File: src/rtl/phy_lane_sched.sv
`default_nettype none
// ============================================================================
// Module      : phy_lane_sched
// Description : Four-lane byte scheduler feeding a parallel-to-serial
//               converter. After link-up it sends ALIGN_CYCLES idle symbols,
//               then grants one pending lane per cycle in round-robin order
//               starting after the most recently granted lane.
// Ports       : clk_4f            - single clock, rising edge
//               reset             - synchronous, active-low
//               active            - link-up from the receive-side aligner
//               valid0..3         - lane N has a byte pending
//               data_in0..3       - pending byte of lane N
//               ready0..3         - combinational, lane N consumed this edge
//               data_out          - registered output byte
//               valid_out         - registered, data_out carries lane data
//               grant_lane        - registered index of lane on data_out
//               idle_cnt          - (PHY_SCHED_STATS_EN only) saturating
//                                   count of RUN cycles without a grant
//               state             - FSM state (IDLE=0, ALIGN=1, RUN=2)
// Options     : define PHY_SCHED_STATS_EN to add the idle_cnt statistic.
// Revision    : 1.0 - initial release
// ============================================================================
module phy_lane_sched #(
    parameter logic [7:0] IDLE_SYM     = 8'hBC,
    parameter int         ALIGN_CYCLES = 4
) (
    input  logic        clk_4f,
    input  logic        reset,
    input  logic        active,
    input  logic        valid0,
    input  logic        valid1,
    input  logic        valid2,
    input  logic        valid3,
    input  logic [7:0]  data_in0,
    input  logic [7:0]  data_in1,
    input  logic [7:0]  data_in2,
    input  logic [7:0]  data_in3,
    output logic        ready0,
    output logic        ready1,
    output logic        ready2,
    output logic        ready3,
    output logic [7:0]  data_out,
    output logic        valid_out,
    output logic [1:0]  grant_lane,
`ifdef PHY_SCHED_STATS_EN
    output logic [15:0] idle_cnt,
`endif
    output logic [1:0]  state
);

    typedef enum logic [1:0] {
        ST_IDLE  = 2'd0,
        ST_ALIGN = 2'd1,
        ST_RUN   = 2'd2
    } state_t;

    // Counter holds "ALIGN cycles remaining minus one"; RUN is entered when
    // it reads zero, so a load of 0 yields exactly one ALIGN cycle.
    localparam logic [3:0] c_align_load = 4'(ALIGN_CYCLES - 1);

    state_t      r_state;
    state_t      w_next_state;
    logic [3:0]  r_align_cnt;
    logic [3:0]  w_next_align_cnt;
    logic [1:0]  r_last;
    logic [7:0]  r_data_out;
    logic        r_valid_out;
    logic [1:0]  r_grant_lane;

    logic        w_run_sel;
    logic [3:0]  w_valid_vec;
    logic [7:0]  w_data_arr [4];
    logic        w_grant_found;
    logic [1:0]  w_grant_idx;
    logic [1:0]  w_cand;
    logic        w_take;
    logic [3:0]  w_ready;

    assign w_valid_vec   = {valid3, valid2, valid1, valid0};
    assign w_data_arr[0] = data_in0;
    assign w_data_arr[1] = data_in1;
    assign w_data_arr[2] = data_in2;
    assign w_data_arr[3] = data_in3;

    // Next-state logic. The encoding 3 is never entered; it falls into the
    // default branch and behaves exactly like IDLE.
    always_comb begin
        w_next_state     = r_state;
        w_next_align_cnt = r_align_cnt;
        w_run_sel        = 1'b0;
        case (r_state)
            ST_ALIGN: begin
                if (!active) begin
                    w_next_state = ST_IDLE;
                end else if (r_align_cnt == 4'd0) begin
                    w_next_state = ST_RUN;
                end else begin
                    w_next_align_cnt = r_align_cnt - 4'd1;
                end
            end
            ST_RUN: begin
                if (!active) begin
                    w_next_state = ST_IDLE;
                end else begin
                    w_run_sel = 1'b1;
                end
            end
            default: begin
                w_next_state = ST_IDLE;
                if (active) begin
                    w_next_state     = ST_ALIGN;
                    w_next_align_cnt = c_align_load;
                end
            end
        endcase
    end

    // Round-robin search: last+1, last+2, last+3, last (2-bit wrap).
    always_comb begin
        w_grant_found = 1'b0;
        w_grant_idx   = r_last;
        w_cand        = r_last;
        for (int i = 1; i <= 4; i++) begin
            w_cand = r_last + 2'(i);
            if (!w_grant_found && w_valid_vec[w_cand]) begin
                w_grant_found = 1'b1;
                w_grant_idx   = w_cand;
            end
        end
    end

    // Reset gating keeps every ready low while reset is asserted.
    assign w_take  = w_run_sel && w_grant_found && reset;
    assign w_ready = w_take ? (4'b0001 << w_grant_idx) : 4'b0000;

    always_ff @(posedge clk_4f) begin
        if (!reset) begin
            r_state      <= ST_IDLE;
            r_align_cnt  <= 4'd0;
            r_last       <= 2'd3;
            r_data_out   <= IDLE_SYM;
            r_valid_out  <= 1'b0;
            r_grant_lane <= 2'd0;
        end else begin
            r_state     <= w_next_state;
            r_align_cnt <= w_next_align_cnt;
            if (w_take) begin
                r_data_out   <= w_data_arr[w_grant_idx];
                r_valid_out  <= 1'b1;
                r_grant_lane <= w_grant_idx;
                r_last       <= w_grant_idx;
            end else begin
                r_data_out  <= IDLE_SYM;
                r_valid_out <= 1'b0;
            end
        end
    end

`ifdef PHY_SCHED_STATS_EN
    logic [15:0] r_idle_cnt;

    always_ff @(posedge clk_4f) begin
        if (!reset) begin
            r_idle_cnt <= 16'd0;
        end else if ((r_state == ST_RUN) && !w_take && (r_idle_cnt != 16'hFFFF)) begin
            r_idle_cnt <= r_idle_cnt + 16'd1;
        end
    end

    assign idle_cnt = r_idle_cnt;
`endif

    assign ready0     = w_ready[0];
    assign ready1     = w_ready[1];
    assign ready2     = w_ready[2];
    assign ready3     = w_ready[3];
    assign data_out   = r_data_out;
    assign valid_out  = r_valid_out;
    assign grant_lane = r_grant_lane;
    assign state      = r_state;

endmodule
`default_nettype wire

File: config.mk
export PLATFORM = sky130hd
export DESIGN_NAME = phy_lane_sched
export DESIGN_NICKNAME = d
export VERILOG_FILES = /design/src/rtl/phy_lane_sched.sv
export SDC_FILE = /design/constraint.sdc
export NUM_CORES = 1
export LEC_CHECK = 0
export CAP_MARGIN = 20
export CORE_ASPECT_RATIO = 1.1
export CORE_MARGIN = 4
export CORE_UTILIZATION = 34
export CTS_CLUSTER_SIZE = 40
export DETAILED_ROUTE_END_ITERATION = 10
export PLACE_DENSITY = 0.86
export SLEW_MARGIN = 20
export SYNTH_ARGS = -nofsm -noshare
export SYNTH_HDL_FRONTEND = slang
export SYNTH_SLANG_ARGS = --single-unit
File: constraint.sdc
create_clock -name clk_4f -period 1.52 [get_ports clk_4f]
set_input_delay 0.304 -clock clk_4f [delete_from_list [all_inputs] [get_ports clk_4f]]
set_output_delay 0.304 -clock clk_4f [all_outputs]
set_load 0.01 [all_outputs]
==> impl_metrics.xml, run 1 <==
<?xml version="1.0" encoding="UTF-8"?>
<metrics>
  <group name="outcome">
    <metric name="run_status" unit="">finished with violations</metric>
    <metric name="violations" unit="">setup timing</metric>
  </group>
  <group name="sta">
    <metric name="final.period_utilization" unit="%">120</metric>
    <metric name="rsz_0062_raised_after_global_routing" unit="">yes</metric>
    <metric name="timing.setup.tns" unit="ns">-2.35</metric>
    <metric name="max_freq" unit="MHz">548</metric>
    <metric name="report.final.hold_viol_count" unit="">0</metric>
    <metric name="setup_viol" unit="">12</metric>
    <metric name="final_max_slew_viol_count" unit="">0</metric>
    <metric name="timing.clock.skew" unit="ns">0.0102</metric>
    <metric name="worst_tran_pin_value" unit="ns">0.425</metric>
    <metric name="setup_slack" unit="ns">-0.305</metric>
    <metric name="slew_headroom" unit="%">71.6</metric>
    <metric name="layout_min_cycle_time" unit="ns">1.83</metric>
  </group>
  <group name="finish">
    <metric name="layout-drive-gt1-share" unit="%">31.6</metric>
    <metric name="n_antenna_cell" unit="">0</metric>
    <metric name="areaGrowthSynthToFinish" unit="%">85.5</metric>
    <metric name="fin_area" unit="um^2">1900</metric>
    <metric name="finalNetCount" unit="">233</metric>
  </group>
  <group name="placement">
    <metric name="hpwl" unit="mm">2.75</metric>
    <metric name="place_ws" unit="ns">-0.919</metric>
    <metric name="instance_area_after_placement" unit="um^2">1730</metric>
    <metric name="place.gp.congestion" unit="">0.759</metric>
    <metric name="buffer_ports.inserted" unit="">55</metric>
  </group>
  <group name="yosys">
    <metric name="postSynthAreaPerCell" unit="um^2">9.23</metric>
    <metric name="synth_edf_count" unit="">0</metric>
    <metric name="portion_of_the_post_synthesis_area_used_by_sequential_elements" unit="%">37.1</metric>
    <metric name="yosysMostFrequentCell" unit="">sky130_fd_sc_hd__dfxtp_1</metric>
    <metric name="synth_flop_cell" unit="">sky130_fd_sc_hd__dfxtp_1</metric>
    <metric name="synth_cell_types" unit="">30</metric>
    <metric name="ys_ff_latch" unit="">19</metric>
    <metric name="synthDominantAreaCellType" unit="">sky130_fd_sc_hd__dfxtp_1</metric>
    <metric name="postSynthNetCount" unit="">153</metric>
    <metric name="synthesis.yosys.warnings" unit="">0</metric>
    <metric name="ys_async_sr_fraction" unit="%">0</metric>
    <metric name="leading_post_synthesis_cells_by_cell_area" unit="">sky130_fd_sc_hd__dfxtp_1 37%, sky130_fd_sc_hd__mux2i_1 18%, sky130_fd_sc_hd__a22oi_1 4.4%</metric>
    <metric name="synth_commonest_cells" unit="">19 x sky130_fd_sc_hd__dfxtp_1, 18 x sky130_fd_sc_hd__mux2i_1, 9 x sky130_fd_sc_hd__nand2_1</metric>
    <metric name="synthDominantCellAreaShare" unit="%">37.1</metric>
    <metric name="syn-instance-count" unit="">111</metric>
    <metric name="synth_cell_area" unit="um^2">1020</metric>
  </group>
  <group name="clock_tree">
    <metric name="ctsRootBufferMaster" unit="">sky130_fd_sc_hd__clkbuf_4</metric>
    <metric name="cts_made_buffers" unit="">3</metric>
    <metric name="path_clk_slew" unit="ns">0.12</metric>
    <metric name="cts.path.max_buffers" unit="">2</metric>
    <metric name="tritoncts" unit="">done</metric>
    <metric name="hold_buffers" unit="">0</metric>
    <metric name="clock_tree.htree_level_count" unit="">1</metric>
    <metric name="clock_insertion_delay_worst_skew" unit="ns">0.30</metric>
    <metric name="tritoncts_num_sinks" unit="">19</metric>
  </group>
  <group name="floorplan">
    <metric name="floorplan.die_area" unit="um^2">3960</metric>
    <metric name="initial_core_util" unit="%">36.2</metric>
    <metric name="floorplan.die.height" unit="um">65.6</metric>
    <metric name="core_region_area" unit="um^2">2830</metric>
    <metric name="row_count" unit="">20</metric>
    <metric name="floorplan.die.width" unit="um">60.3</metric>
    <metric name="pin_count" unit="">56</metric>
  </group>
  <group name="global_routing">
    <metric name="wire_length_of_the_first_global_routing_pass" unit="mm">5.23</metric>
    <metric name="globalRouteTotalUtil" unit="%">17.5</metric>
    <metric name="grt-ovfl-total" unit="">0</metric>
    <metric name="number_of_antenna_violations_at_the_first_check_in_global_routing" unit="">0</metric>
    <metric name="grt_max_degree" unit="">12</metric>
    <metric name="number_of_global_route_vias_before_repair" unit="">1153</metric>
  </group>
  <group name="worst_setup_path">
    <metric name="critPathLaunchType" unit="">flip-flop</metric>
    <metric name="worstPathCellList" unit="">inv_2 &gt; a22oi_2 &gt; o221a_4 &gt; and3_4 &gt; buf_6</metric>
    <metric name="path_max_fanout" unit="">6</metric>
    <metric name="criticalPathCategory" unit="">reg -&gt; out</metric>
    <metric name="endpoint_kind" unit="">primary output</metric>
    <metric name="worstPathArrival" unit="ns">1.52</metric>
    <metric name="timing.critical_path.max_delay_family" unit="">flip-flops</metric>
    <metric name="timing.reg2reg.setup_slack" unit="ns">-0.22</metric>
    <metric name="worst_path_max_delay_cell" unit="">sky130_fd_sc_hd__dfxtp_4</metric>
    <metric name="worst_ep_required_time" unit="ns">1.22</metric>
    <metric name="critPathBufInv" unit="">2</metric>
    <metric name="max_stage_delay" unit="ns">0.43</metric>
  </group>
  <group name="route">
    <metric name="drt_first_iter_violations" unit="">40</metric>
    <metric name="drt.antenna.violating_nets" unit="">0</metric>
    <metric name="route.detailed.vias_per_inst" unit="">5.16</metric>
    <metric name="wl_per_cell" unit="um">15.7</metric>
    <metric name="drc" unit="">0</metric>
    <metric name="dr_total_vias" unit="">1151</metric>
    <metric name="drt_pre_antenna_iters" unit="">4</metric>
    <metric name="totalWireLength" unit="mm">3.50</metric>
  </group>
  <group name="power">
    <metric name="gate_power_share" unit="%">28.0</metric>
    <metric name="power_report.internal_total" unit="mW">0.795</metric>
    <metric name="power-per-cell-area" unit="nW/um^2">565</metric>
    <metric name="report.power.total" unit="mW">1.07</metric>
    <metric name="power.net_switching" unit="mW">0.278</metric>
    <metric name="power.sequential.fraction" unit="%">47.5</metric>
    <metric name="power.switching_fraction" unit="%">25.9</metric>
    <metric name="power.static_leakage" unit="nW">0.915</metric>
    <metric name="power.clock.fraction" unit="%">24.4</metric>
    <metric name="vdd.ir_drop.worst" unit="mV">0.429</metric>
  </group>
  <group name="run">
    <metric name="maxCapViolCount" unit="">0</metric>
  </group>
  <group name="min_path">
    <metric name="worstHoldPathType" unit="">reg -&gt; reg</metric>
  </group>
</metrics>
==> cell families after synthesis <==
family | Yosys count | synth area share (%)
AND/OR/NAND/NOR | 32 | 15.3
AO/OA/AOI/OAI | 27 | 19.4
flip-flops | 19 | 37.1
multiplexers | 18 | 17.6
buffers and inverters | 12 | 6.96
adder cells (fa/ha/maj) | 3 | 3.66
==> cells in the final DEF (no fill, tap or decap), types with 2 or more instances in the layout <==
master | Yosys | layout
sky130_fd_sc_hd__a21o_1 | 2 | 2
sky130_fd_sc_hd__a21oi_1 | 5 | 3
sky130_fd_sc_hd__a22oi_1 | 6 | 6
sky130_fd_sc_hd__and3_4 | 0 | 3
sky130_fd_sc_hd__buf_2 | 0 | 5
sky130_fd_sc_hd__buf_4 | 0 | 21
sky130_fd_sc_hd__buf_6 | 0 | 3
sky130_fd_sc_hd__clkbuf_4 | 0 | 3
sky130_fd_sc_hd__clkdlybuf4s50_1 | 0 | 39
sky130_fd_sc_hd__dfxtp_1 | 19 | 14
sky130_fd_sc_hd__dfxtp_2 | 0 | 4
sky130_fd_sc_hd__dlygate4sd2_1 | 0 | 3
sky130_fd_sc_hd__dlymetal6s2s_1 | 0 | 5
sky130_fd_sc_hd__ha_1 | 3 | 2
sky130_fd_sc_hd__inv_1 | 7 | 6
sky130_fd_sc_hd__inv_2 | 2 | 3
sky130_fd_sc_hd__mux2i_1 | 18 | 17
sky130_fd_sc_hd__nand2_1 | 9 | 7
sky130_fd_sc_hd__nand2_2 | 0 | 2
sky130_fd_sc_hd__nand4_1 | 2 | 2
sky130_fd_sc_hd__nor2_1 | 8 | 7
sky130_fd_sc_hd__o211a_1 | 2 | 2
sky130_fd_sc_hd__o21ai_0 | 3 | 3
sky130_fd_sc_hd__o22ai_1 | 3 | 3
==> power groups by stage <==
stage | clock network [mW] | registers [mW] | logic (mW)
floorplan | 0 | 0.523 | 0.124
global placement | 0 | 0.521 | 0.246
detailed placement | 0 | 0.522 | 0.256
CTS | 0.265 | 0.510 | 0.288
global route | 0.288 | 0.512 | 0.322
finish | 0.262 | 0.510 | 0.301
==> layer usage <==
layer	global-route usage (%)	share of wire (%)	up-vias	wire length, um
met1	19.1	36	541	1250
met2	32.6	58	38	2020
met3	1.96	3.9	6	137
li1	-	-	566	-
met5	0	0	-	0
met4	7.76	2.5	0	87
==> through the flow <==
stage               hold WS, ns  instances  util [%]
global placement          0.470        213      61.0
CTS                       0.501        221      65.0
floorplan                 0.448        111         -
global route              0.530        223      67.2
detailed placement        0.478        213      61.0
finish                    0.510        223      67.2
==> sequential cells by signal, indices dropped and copies added, names as in the netlist <==
name / flops
r_align_cnt: 4
r_last: 2
data_out: 8
grant_lane: 2
state: 2
valid_out: 1
==> what timing repair did <==
item                       in CTS  in global routing
resized for setup              53                 13
pin swaps                       9                  4
cloned                          1                  0
setup endpoints to repair      19                 23
buffers inserted                3                  2
==> worst paths after layout <==
kind                            depth (start not counted)      startpoint              to
worst min-delay path                                    2  r_align_cnt[2]  r_align_cnt[2]
worst min register to register                          2  r_align_cnt[2]  r_align_cnt[2]
worst max register to register                          7       r_last[1]     data_out[5]
worst max-delay path                                    5       r_last[1]          ready0
==> worst reg2reg max path, delay by kind of cell (launching register included) <==
family | cells | cell delay, ns
AOI/OAI and AO/OA | 3 | 0.52
buffers and inverters | 3 | 0.47
DFF | 1 | 0.43
muxes | 1 | 0.18
==> cell type report <==
type / count / area (um^2)
repair buffers: 78 / 748
fillers: 217 / 927
clock inverters: 1 / 5.00
flip-flops and latches: 19 / 389
inverters: 9 / 33.8
multi-input cells: 80 / 661
clock buffers: 3 / 22.5
well taps: 33 / 41.3
Power figures use the tool's default switching activity.
==> inputs of run 2 (changes only) <==
- MAX_ROUTING_LAYER: default -> met4
==> run 2 against run 1 <==
- the flow still finishes with violations (setup timing)
- routed wire length is essentially flat
- cell count down 0.45%
- register-to-register slack about the same
- sequential power about the same
- clock-buffer cell count unchanged
- setup slack improved by 0.0057 ns
- sequential cell count unchanged
- global-route usage is 0.49 points higher
- utilization decreased by 0.40 points
==> impl_metrics.xml, run 2 (same netlist as run 1, synthesis figures left out) <==
<?xml version="1.0" encoding="UTF-8"?>
<metrics>
  <group name="route">
    <metric name="route.detailed.vias_per_inst" unit="">5.13</metric>
    <metric name="drt.antenna.violating_nets" unit="">0</metric>
    <metric name="wl_per_cell" unit="um">15.7</metric>
    <metric name="dr_total_vias" unit="">1139</metric>
    <metric name="totalWireLength" unit="mm">3.49</metric>
    <metric name="drt_pre_antenna_iters" unit="">4</metric>
    <metric name="drt_first_iter_violations" unit="">44</metric>
    <metric name="drc" unit="">0</metric>
  </group>
  <group name="placement">
    <metric name="place.gp.congestion" unit="">0.769</metric>
    <metric name="hpwl" unit="mm">2.75</metric>
    <metric name="place_ws" unit="ns">-0.919</metric>
    <metric name="placed_cells_incl_taps" unit="">213</metric>
    <metric name="buffer_ports.inserted" unit="">55</metric>
  </group>
  <group name="worst_setup_path">
    <metric name="critPathLaunchType" unit="">flip-flop</metric>
    <metric name="worst_ep_required_time" unit="ns">1.22</metric>
    <metric name="worstPathArrival" unit="ns">1.52</metric>
    <metric name="criticalPathCategory" unit="">reg -&gt; out</metric>
    <metric name="path_max_fanout" unit="">6</metric>
    <metric name="timing.reg2reg.setup_slack" unit="ns">-0.21</metric>
    <metric name="endpoint_kind" unit="">primary output</metric>
  </group>
  <group name="finish">
    <metric name="multi_input_comb_area" unit="um^2">657</metric>
    <metric name="finalNetCount" unit="">232</metric>
    <metric name="mostFrequentLayoutCell" unit="">sky130_fd_sc_hd__clkdlybuf4s50_1</metric>
    <metric name="final-instance-count-excl-fill" unit="">222</metric>
    <metric name="layout.filler_cells" unit="">219</metric>
    <metric name="areaGrowthSynthToFinish" unit="%">84.4</metric>
    <metric name="layout-drive-gt1-share" unit="%">30.7</metric>
    <metric name="final_cell_mix" unit="">39 x sky130_fd_sc_hd__clkdlybuf4s50_1, 20 x sky130_fd_sc_hd__buf_4, 18 x sky130_fd_sc_hd__mux2i_1</metric>
    <metric name="area.sequential" unit="um^2">389</metric>
    <metric name="largest_register_ffs" unit="">8</metric>
    <metric name="n_antenna_cell" unit="">0</metric>
  </group>
  <group name="sta">
    <metric name="report.final.hold_viol_count" unit="">0</metric>
    <metric name="final_max_slew_viol_count" unit="">0</metric>
    <metric name="worst_tran_pin_value" unit="ns">0.426</metric>
    <metric name="rsz_0062_raised_after_global_routing" unit="">yes</metric>
    <metric name="layout_min_cycle_time" unit="ns">1.82</metric>
    <metric name="final.period_utilization" unit="%">120</metric>
    <metric name="setup_slack" unit="ns">-0.300</metric>
    <metric name="slew_headroom" unit="%">71.5</metric>
    <metric name="setup_viol" unit="">11</metric>
    <metric name="max_freq" unit="MHz">550</metric>
    <metric name="timing.clock.skew" unit="ns">0.00918</metric>
  </group>
  <group name="floorplan">
    <metric name="floorplan.die_area" unit="um^2">3960</metric>
    <metric name="initial_core_util" unit="%">36.2</metric>
    <metric name="pin_count" unit="">56</metric>
    <metric name="row_count" unit="">20</metric>
    <metric name="core_region_area" unit="um^2">2830</metric>
    <metric name="floorplan.die.width" unit="um">60.3</metric>
    <metric name="floorplan.die.height" unit="um">65.6</metric>
  </group>
  <group name="global_routing">
    <metric name="grt-ovfl-total" unit="">0</metric>
    <metric name="number_of_antenna_violations_at_the_first_check_in_global_routing" unit="">0</metric>
    <metric name="number_of_global_route_vias_before_repair" unit="">1158</metric>
    <metric name="wire_length_of_the_first_global_routing_pass" unit="mm">5.24</metric>
    <metric name="globalRouteTotalUtil" unit="%">18.0</metric>
    <metric name="grt_max_degree" unit="">12</metric>
  </group>
  <group name="min_path">
    <metric name="worstHoldPathType" unit="">reg -&gt; reg</metric>
  </group>
  <group name="clock_tree">
    <metric name="ctsRootBufferMaster" unit="">sky130_fd_sc_hd__clkbuf_4</metric>
    <metric name="path_clk_slew" unit="ns">0.12</metric>
    <metric name="cts.path.max_buffers" unit="">2</metric>
    <metric name="cts_made_buffers" unit="">3</metric>
    <metric name="clock_insertion_delay_worst_skew" unit="ns">0.30</metric>
    <metric name="tritoncts_num_sinks" unit="">19</metric>
    <metric name="tritoncts" unit="">done</metric>
    <metric name="clock_tree.htree_level_count" unit="">1</metric>
  </group>
  <group name="power">
    <metric name="power-per-cell-area" unit="nW/um^2">567</metric>
    <metric name="vdd.ir_drop.worst" unit="mV">0.428</metric>
    <metric name="power.static_leakage" unit="nW">0.916</metric>
  </group>
  <group name="run">
    <metric name="maxCapViolCount" unit="">0</metric>
  </group>
  <group name="outcome">
    <metric name="violations" unit="">setup timing</metric>
    <metric name="run_status" unit="">finished with violations</metric>
  </group>
</metrics>
==> run 2: changes by cell type in the layout (fill, tap and decap cells not counted) <==
cell | previous run | this run
sky130_fd_sc_hd__buf_4 | 21 | 20
sky130_fd_sc_hd__mux2i_1 | 17 | 18
sky130_fd_sc_hd__mux2i_2 | 1 | 0
==> run 2: power by group <==
part / total [mW] / internal, mW / switching [mW]
combinational: 0.297 / 0.189 / 0.108
sequential: 0.510 / 0.505 / 0.00579
clock: 0.263 / 0.0981 / 0.165
total: 1.07 / 0.792 / 0.278
==> run 2: layout make-up <==
type                    count  area share [%]
clock buffers               3            1.19
clock inverters             1           0.265
inverters                   9            1.79
multi-input cells          80            34.8
flip-flops and latches     19            20.6
well taps                  33            2.19
repair buffers             77            39.2
==> run 2: what timing repair did <==
action                     4_1_cts  5_1_grt
hold buffers                     0        0
pin swaps                        9        4
buffers inserted                 3        1
setup endpoints to repair       19       23
hold endpoints to repair         0        0
gates resized for setup         53       12
gates cloned                     1        0
==> run 2: final timing paths <==
check,start,endpoint,depth (start not counted)
worst min register to register,r_align_cnt[2],r_align_cnt[2],2
worst max register to register,r_last[1],data_out[5],7
worst min-delay path,r_align_cnt[2],r_align_cnt[2],2
worst max-delay path,r_last[1],ready0,5
==> run 2: layer usage <==
metal	GRT usage, %	part of all wire, %
met5	-	0
met4	7.76	2.5
met3	1.96	2.9
met2	32.6	58
met1	19.2	36
==> run 2: worst max-delay path, cell delays in order, from the launching register on <==
cell and delay, ns:
sky130_fd_sc_hd__dfxtp_4 0.43, sky130_fd_sc_hd__inv_2 0.07, sky130_fd_sc_hd__a22oi_2 0.17, sky130_fd_sc_hd__o221a_4 0.26
sky130_fd_sc_hd__and3_4 0.19, sky130_fd_sc_hd__buf_6 0.09
==> run 2: through the flow <==
step	power (mW)	cell area, um^2	TNS, ns	util [%]	hold WS [ns]
floorplan	0.647	1040	-0.0261	-	0.448
global placement	0.768	1730	-9.03	61.0	0.470
detailed placement	0.779	1730	-10.16	61.0	0.478
CTS	1.06	1840	-1.85	65.0	0.501
global route	1.12	1890	-3.30	66.8	0.530
finish	1.07	1890	-2.27	66.8	0.510
